===== config.mk =====
export PLATFORM = sky130hd
export DESIGN_NAME = cache_assoc_wb
export DESIGN_NICKNAME = d
export VERILOG_FILES = /design/src/rtl/cache_pkg.sv /design/src/rtl/cache_lru_tracker.sv /design/src/rtl/cache_assoc_wb.sv
export SDC_FILE = /design/constraint.sdc
export NUM_CORES = 1
export LEC_CHECK = 0
export ABC_AREA = 1
export BUFFER_PORTS_ARGS = -buffer_cell sky130_fd_sc_hd__buf_2
export CAP_MARGIN = 10
export CORE_MARGIN = 2
export CORE_UTILIZATION = 57
export DETAILED_ROUTE_END_ITERATION = 7
export PLACE_DENSITY = 0.77
export SYNTH_ARGS = -nofsm -noshare
export SYNTH_HDL_FRONTEND = slang
export SYNTH_SLANG_ARGS = --single-unit

===== constraint.sdc =====
create_clock -name clock_in -period 2.78 [get_ports clock_in]
set_clock_uncertainty 0.1 [all_clocks]
set_input_delay 0 -clock clock_in [delete_from_list [all_inputs] [get_ports clock_in]]
set_output_delay 0 -clock clock_in [all_outputs]
set_load 0.005 [all_outputs]

===== src/rtl/cache_pkg.sv =====
// Shared types and helpers for the fully associative write-back cache.
package cache_pkg;

    typedef enum logic [2:0] {
        StIdle,
        StLookup,
        StWriteback,
        StRefill,
        StResp,
        StFlushScan,
        StFlushWb
    } cache_state_e;

    typedef struct packed {
        logic valid;
        logic dirty;
    } line_flags_t;

    function automatic int unsigned age_w(input int unsigned ways);
        return (ways > 1) ? $clog2(ways) : 1;
    endfunction

endpackage


===== src/rtl/cache_lru_tracker.sv =====
// True-LRU age array: ages stay a permutation of 0..WAYS-1, 0 = most recently used.
module cache_lru_tracker
    import cache_pkg::*;
#(
    parameter int unsigned WAYS  = 4,
    parameter int unsigned AGE_W = age_w(WAYS)
) (
    input  logic             clk_i,
    input  logic             rst_ni,
    input  logic             touch_i,
    input  logic [AGE_W-1:0] touch_way_i,
    input  logic [WAYS-1:0]  valid_i,
    output logic [AGE_W-1:0] victim_o
);

    logic [AGE_W-1:0] age_q [WAYS];
    logic [AGE_W-1:0] age_d [WAYS];

    always_comb begin
        age_d = age_q;
        if (touch_i) begin
            for (int unsigned w = 0; w < WAYS; w++) begin
                if (age_q[w] < age_q[touch_way_i]) age_d[w] = age_q[w] + 1'b1;
            end
            age_d[touch_way_i] = '0;
        end
    end

    // Lowest-index invalid way wins; otherwise the oldest way.
    always_comb begin
        victim_o = '0;
        for (int unsigned w = 0; w < WAYS; w++) begin
            if (age_q[w] == AGE_W'(WAYS - 1)) victim_o = AGE_W'(w);
        end
        for (int i = int'(WAYS) - 1; i >= 0; i--) begin
            if (!valid_i[i]) victim_o = AGE_W'(i);
        end
    end

    always_ff @(posedge clk_i or negedge rst_ni) begin
        if (!rst_ni) begin
            for (int unsigned w = 0; w < WAYS; w++) age_q[w] <= AGE_W'(w);
        end else begin
            age_q <= age_d;
        end
    end

endmodule


===== src/rtl/cache_assoc_wb.sv =====
// Fully associative write-back cache, one word per line, true-LRU, with flush and counters.
module cache_assoc_wb
    import cache_pkg::*;
#(
    parameter int unsigned WAYS   = 4,
    parameter int unsigned ADDR_W = 5,
    parameter int unsigned DATA_W = 8,
    parameter int unsigned CNT_W  = 16
) (
    input  logic              clock_in,
    input  logic              reset_n_in,
    input  logic              req_valid_in,
    output logic              req_ready_out,
    input  logic              req_wren_in,
    input  logic [ADDR_W-1:0] req_addr_in,
    input  logic [DATA_W-1:0] req_data_in,
    output logic              resp_valid_out,
    output logic [DATA_W-1:0] resp_data_out,
    output logic              resp_hit_out,
    input  logic              flush_in,
    output logic              flush_done_out,
    output logic              mem_req_out,
    output logic              mem_wren_out,
    output logic [ADDR_W-1:0] mem_addr_out,
    output logic [DATA_W-1:0] mem_data_out,
    input  logic [DATA_W-1:0] mem_data_in,
    input  logic              mem_ack_in,
    output logic [CNT_W-1:0]  hit_count_out,
    output logic [CNT_W-1:0]  miss_count_out
);

    localparam int unsigned AGE_W  = age_w(WAYS);
    localparam int unsigned SCAN_W = AGE_W + 1;

    typedef struct packed {
        logic [ADDR_W-1:0] tag;
        line_flags_t       flags;
        logic [DATA_W-1:0] data;
    } line_t;

    cache_state_e      state_q, state_d;
    line_t             lines_q [WAYS];
    line_t             lines_d [WAYS];
    logic [ADDR_W-1:0] addr_q, addr_d;
    logic [DATA_W-1:0] wdata_q, wdata_d, rdata_q, rdata_d;
    logic              wren_q, wren_d, hit_q, hit_d;
    logic [AGE_W-1:0]  way_q, way_d;
    logic [SCAN_W-1:0] scan_q, scan_d;
    logic [CNT_W-1:0]  hit_cnt_q, hit_cnt_d, miss_cnt_q, miss_cnt_d;

    logic              lookup_hit, touch, scan_end, accept;
    logic [AGE_W-1:0]  hit_way, victim, touch_way, scan_way;
    logic [WAYS-1:0]   valid_vec;

    assign scan_way  = scan_q[AGE_W-1:0];
    assign scan_end  = (scan_q == SCAN_W'(WAYS));
    assign accept    = req_valid_in && req_ready_out;
    assign touch     = (state_q == StLookup && lookup_hit) || (state_q == StRefill && mem_ack_in);
    assign touch_way = (state_q == StLookup) ? hit_way : way_q;

    always_comb begin
        lookup_hit = 1'b0;
        hit_way    = '0;
        for (int unsigned w = 0; w < WAYS; w++) begin
            valid_vec[w] = lines_q[w].flags.valid;
            if (lines_q[w].flags.valid && lines_q[w].tag == addr_q) begin
                lookup_hit = 1'b1;
                hit_way    = AGE_W'(w);
            end
        end
    end

    cache_lru_tracker #(
        .WAYS  (WAYS),
        .AGE_W (AGE_W)
    ) u_lru (
        .clk_i       (clock_in),
        .rst_ni      (reset_n_in),
        .touch_i     (touch),
        .touch_way_i (touch_way),
        .valid_i     (valid_vec),
        .victim_o    (victim)
    );

    always_ff @(posedge clock_in or negedge reset_n_in) begin
        if (!reset_n_in) state_q <= StIdle;
        else             state_q <= state_d;
    end

    always_comb begin
        state_d = state_q;
        unique case (state_q)
            StIdle: begin
                if (flush_in)          state_d = StFlushScan;
                else if (req_valid_in) state_d = StLookup;
            end
            StLookup: begin
                if (lookup_hit) state_d = StResp;
                else if (lines_q[victim].flags.valid && lines_q[victim].flags.dirty)
                    state_d = StWriteback;
                else state_d = StRefill;
            end
            StWriteback: if (mem_ack_in) state_d = StRefill;
            StRefill:    if (mem_ack_in) state_d = StResp;
            StResp:      state_d = StIdle;
            StFlushScan: begin
                if (scan_end) state_d = StIdle;
                else if (lines_q[scan_way].flags.valid && lines_q[scan_way].flags.dirty)
                    state_d = StFlushWb;
            end
            StFlushWb:   if (mem_ack_in) state_d = StFlushScan;
            default:     state_d = StIdle;
        endcase
    end

    always_comb begin
        req_ready_out  = (state_q == StIdle) && !flush_in;
        resp_valid_out = (state_q == StResp);
        resp_data_out  = (state_q == StResp) ? rdata_q : '0;
        resp_hit_out   = (state_q == StResp) && hit_q;
        flush_done_out = (state_q == StFlushScan) && scan_end;
        mem_req_out    = 1'b0;
        mem_wren_out   = 1'b0;
        mem_addr_out   = '0;
        mem_data_out   = '0;
        unique case (state_q)
            StWriteback: begin
                mem_req_out  = 1'b1;
                mem_wren_out = 1'b1;
                mem_addr_out = lines_q[way_q].tag;
                mem_data_out = lines_q[way_q].data;
            end
            StFlushWb: begin
                mem_req_out  = 1'b1;
                mem_wren_out = 1'b1;
                mem_addr_out = lines_q[scan_way].tag;
                mem_data_out = lines_q[scan_way].data;
            end
            StRefill: begin
                mem_req_out  = 1'b1;
                mem_addr_out = addr_q;
            end
            default: ;
        endcase
    end

    always_comb begin
        lines_d    = lines_q;
        addr_d     = addr_q;
        wdata_d    = wdata_q;
        wren_d     = wren_q;
        rdata_d    = rdata_q;
        hit_d      = hit_q;
        way_d      = way_q;
        scan_d     = scan_q;
        hit_cnt_d  = hit_cnt_q;
        miss_cnt_d = miss_cnt_q;
        unique case (state_q)
            StIdle: begin
                scan_d = '0;
                if (accept) begin
                    addr_d  = req_addr_in;
                    wdata_d = req_data_in;
                    wren_d  = req_wren_in;
                end
            end
            StLookup: begin
                if (lookup_hit) begin
                    hit_d   = 1'b1;
                    way_d   = hit_way;
                    rdata_d = wren_q ? wdata_q : lines_q[hit_way].data;
                    if (hit_cnt_q != '1) hit_cnt_d = hit_cnt_q + 1'b1;
                    if (wren_q) begin
                        lines_d[hit_way].data        = wdata_q;
                        lines_d[hit_way].flags.dirty = 1'b1;
                    end
                end else begin
                    hit_d = 1'b0;
                    way_d = victim;
                    if (miss_cnt_q != '1) miss_cnt_d = miss_cnt_q + 1'b1;
                end
            end
            StWriteback: if (mem_ack_in) lines_d[way_q].flags.dirty = 1'b0;
            StRefill: begin
                if (mem_ack_in) begin
                    lines_d[way_q].tag         = addr_q;
                    lines_d[way_q].flags.valid = 1'b1;
                    lines_d[way_q].flags.dirty = wren_q;
                    lines_d[way_q].data        = wren_q ? wdata_q : mem_data_in;
                    rdata_d                    = wren_q ? wdata_q : mem_data_in;
                end
            end
            StFlushScan: begin
                if (!scan_end &&
                    !(lines_q[scan_way].flags.valid && lines_q[scan_way].flags.dirty))
                    scan_d = scan_q + 1'b1;
            end
            StFlushWb: begin
                if (mem_ack_in) begin
                    lines_d[scan_way].flags.dirty = 1'b0;
                    scan_d                        = scan_q + 1'b1;
                end
            end
            default: ;
        endcase
    end

    always_ff @(posedge clock_in or negedge reset_n_in) begin
        if (!reset_n_in) begin
            for (int unsigned w = 0; w < WAYS; w++) lines_q[w] <= '0;
            addr_q     <= '0;
            wdata_q    <= '0;
            wren_q     <= 1'b0;
            rdata_q    <= '0;
            hit_q      <= 1'b0;
            way_q      <= '0;
            scan_q     <= '0;
            hit_cnt_q  <= '0;
            miss_cnt_q <= '0;
        end else begin
            lines_q    <= lines_d;
            addr_q     <= addr_d;
            wdata_q    <= wdata_d;
            wren_q     <= wren_d;
            rdata_q    <= rdata_d;
            hit_q      <= hit_d;
            way_q      <= way_d;
            scan_q     <= scan_d;
            hit_cnt_q  <= hit_cnt_d;
            miss_cnt_q <= miss_cnt_d;
        end
    end

    assign hit_count_out  = hit_cnt_q;
    assign miss_count_out = miss_cnt_q;

endmodule


==> impl_metrics.py <==
metrics = {
    "power": {
        "power_density_nw_per_um2": 1210,
        "p_leak_nw": 4.85,
        "vdd_drop_max_mv": 0.654,
    },
    "finish": {
        "seqCellArea_um2": 3280,
        "fin_area_um2": 10100,
        "layoutNonFillerInstCount": 1453,
        "post-route-util_pct": 69.5,
        "fillers": 1233,
        "multi_input_area_um2": 4480,
        "drive_gt1_share_pct": 18.1,
        "antenna_cells": 0,
        "syn2layout_area_growth_pct": 19.1,
        "nets": 1292,
    },
    "logic_synthesis": {
        "syn_area_um2": 8480,
        "synthesis.nets": 1168,
        "synthSimpleGateAreaFrac_pct": 25.9,
        "synth_xor_area_share_pct": 3.30,
        "synth-adder-area-share_pct": 1.33,
        "yosys_warnings": 0,
        "synth.distinct_cells": 54,
        "synth_mux_area_share_pct": 0,
        "avgSynthCellArea_um2": 7.49,
        "synth-main-ff-cell": "dfrtp_1",
        "ys_ff_latch": 131,
        "async_reset_ff_share_pct": 100,
        "netlist_instances": 1132,
        "synth_top_family_by_area": "simple AND/OR/NAND/NOR gates",
        "yosysSeqAreaShare_pct": 38.7,
        "synth_edf_count": 0,
        "synth_compound_area_share_pct": 22.2,
    },
    "worst_setup_path": {
        "critPathArrivalTime_ns": 2.81,
        "path_max_fanout": 12,
        "cp-end-kind": "register",
        "cp.required_ns": 2.96,
        "worst_setup_path_start_kind": "register",
        "path_class": "register to register",
    },
    "sta": {
        "fmax_mhz": 381,
        "slew_viol_final": 0,
        "fin_crit_sh_pct": 94.4,
        "hold_ws_ns": 0.0130,
        "hold_viol_final": 0,
        "setup_viol_count_final": 0,
        "worstMarginPinSlew_ns": 0.608,
        "rsz0062_at_grt": "no",
        "post-route-min-period_ns": 2.63,
        "fin_tns_setup_ns": 0,
        "slew_headroom_pct": 59.3,
    },
    "placed_design": {
        "dpl_cell_area_um2": 9180,
        "dp.cells": 1393,
        "port_buffers": 85,
        "gp_congestion": 1.01,
        "dp_hpwl_um": 18900,
    },
    "detailed_routing": {
        "wl_met3_um": 1740,
        "drt-initial-drc-count": 859,
        "highest_layer": "met4",
        "wl_um": 26300,
        "drt-met1-wl_um": 11200,
        "avgViaCountPerCell": 5.89,
        "wire_per_inst_um": 18.1,
        "routed-wl-met2_um": 12400,
        "remaining_drc_errors": 0,
        "num_vias": 8558,
        "drtAntennaViolNets": 0,
        "dr.pass1.iters": 5,
    },
    "die": {
        "row_count": 44,
        "chipWidth_um": 126,
        "core_um2": 14500,
        "dieArea_um2": 15900,
        "ios": 86,
        "start_util_pct": 58.4,
        "die_y_um": 126,
    },
    "clock_network": {
        "clk_pin_slew_worst_paths_ns": 0.06,
        "clk_latency_ns": 0.43,
        "cts.path.max_buffers": 2,
        "cts-root-buf": "clkbuf_16",
        "htreeDepth": 4,
        "cts.repair.resized": 0,
        "cts_tree": "yes",
        "cts_buffers": 17,
        "clkSinkCount": 131,
    },
    "global_routing": {
        "grt_pass1_wl_um": 42600,
        "first_global_vias": 8150,
        "antenna_found_initial": 0,
        "grtUsageTotal_pct": 33.9,
        "overflow": 0,
        "grt_max_degree": 63,
    },
    "run_status": {
        "run_status": "completed",
    },
    "hold_path": {
        "min-delay-path-class": "input pin to asynchronous set/reset pin",
    },
    "run": {
        "maxCapViolCount": 0,
    },
}
==> area by class of cell <==
type | instances | area share (%)
clock buffers | 19 | 4.29
clock inverters | 13 | 2.06
inverters | 155 | 5.81
multi-input cells | 815 | 44.4
flip-flops and latches | 131 | 32.5
well taps | 184 | 2.28
repair buffers | 136 | 8.71
==> final timing paths <==
| path | start | end | slack, ns | depth (start not counted) |
|---|---|---|---|---|
| setup / recovery | addr_q[0] | register | 0.15 | 15 |
| hold / removal | reset_n_in | asynchronous set/reset pin | 0.01 | 2 |
| setup reg to reg | addr_q[0] | register | 0.15 | 15 |
| hold reg to reg | register | register | 0.39 | 2 |
| max in group asynchronous | reset_n_in | u_lru.age_q[4] | 1.74 | 3 |
| min in group clock_in | mem_data_in[7] | register | 0.04 | 6 |
==> layout by cell type, fill, tap and decap left out, types with 9 or more instances in the layout <==
master | netlist | layout
a21oi_1 | 67 | 67
a22oi_1 | 15 | 15
buf_2 | 4 | 84
buf_4 | 1 | 25
clkbuf_16 | 0 | 17
dfrtp_1 | 127 | 127
dlygate4sd3_1 | 0 | 26
ha_1 | 9 | 9
inv_1 | 127 | 127
inv_2 | 23 | 23
nand2_1 | 272 | 272
nand3_1 | 40 | 40
nor2_1 | 60 | 60
nor2_4 | 12 | 12
nor3_1 | 14 | 14
o21ai_0 | 124 | 124
o21ai_1 | 21 | 21
o22ai_1 | 65 | 65
xnor2_1 | 12 | 12
xor2_1 | 20 | 20
==> routing by layer <==
layer | up-vias | global-route usage, %
li1 | 4053 | -
met1 | 4028 | 45.4
met2 | 397 | 53.8
met3 | 80 | 6.67
met4 | 0 | 14.7
met5 | - | 0
==> what timing repair did <==
item | in CTS | in global routing
endpoints found under the hold margin | 77 | 0
hold buffers | 26 | 0
setup buffers | 0 | 2
setup endpoints to repair | 0 | 4
==> cell families (layout without fill, tap and decap cells) <==
| family | count (synthesis) | count (layout) |
|---|---|---|
| compound gates | 324 | 324 |
| xor+xnor | 32 | 32 |
| fa+ha+maj | 9 | 9 |
| buf+inv | 186 | 323 |
| flops | 131 | 131 |
| simple gates | 450 | 450 |
==> synthesized netlist by cell type (4+ instances only) <==
cell        n  share of area, %
dfrtp_1   127                37
xor2_1     20               2.1
a22o_1      4              0.41
ha_1        9               1.3
o22ai_1    65               4.8
a22oi_1    15               1.3
clkbuf_1   23               1.0
buf_2       4              0.24
nand2_2     7              0.52
inv_1     127               5.6
nor2_2      7              0.52
nor2_4     12               1.6
nand2_1   272                12
a21oi_1    67               4.0
o21ai_0   124               7.3
o21ai_1    21               1.2
o21ai_2     4              0.41
nor4_1      4              0.29
inv_2      23               1.0
xnor2_1    12               1.2
a32oi_1     7              0.72
dfstp_2     4               1.2
nand2_4     7              0.93
nor2_1     60               2.7
nand4_1     6              0.44
nor2_8      4              0.94
nor3_1     14              0.83
nand3_1    40               2.4
==> critical path, stage by stage, from the launching register on <==
cell     delay (ns)
dfrtp_1        0.43
inv_2          0.11
nand2_1        0.08
nand2_1        0.06
nor2_2         0.15
nand3_4        0.21
nand2_4        0.17
nor2_8         0.07
nand2_8        0.09
nor2_8         0.05
inv_2          0.10
nand2_4        0.08
inv_4          0.11
o21ai_2        0.09
nor3_1         0.39
o21ai_0        0.18
==> per-stage QoR <==
| step | power [mW] | setup slack (ns) |
|---|---|---|
| global route | 13.0 | 0.0315 |
| CTS | 12.0 | 0.207 |
| detailed placement | 9.43 | 0.211 |
| floorplan | 7.63 | 0.603 |
| global placement | 9.34 | 0.309 |
| finish | 12.2 | 0.154 |
==> power by group <==
group | internal (mW) | switching [mW]
logic | 2.08 | 4.49
registers | 2.56 | 0.554
clock network | 1.59 | 0.900
(Power assumes the default switching activity.)
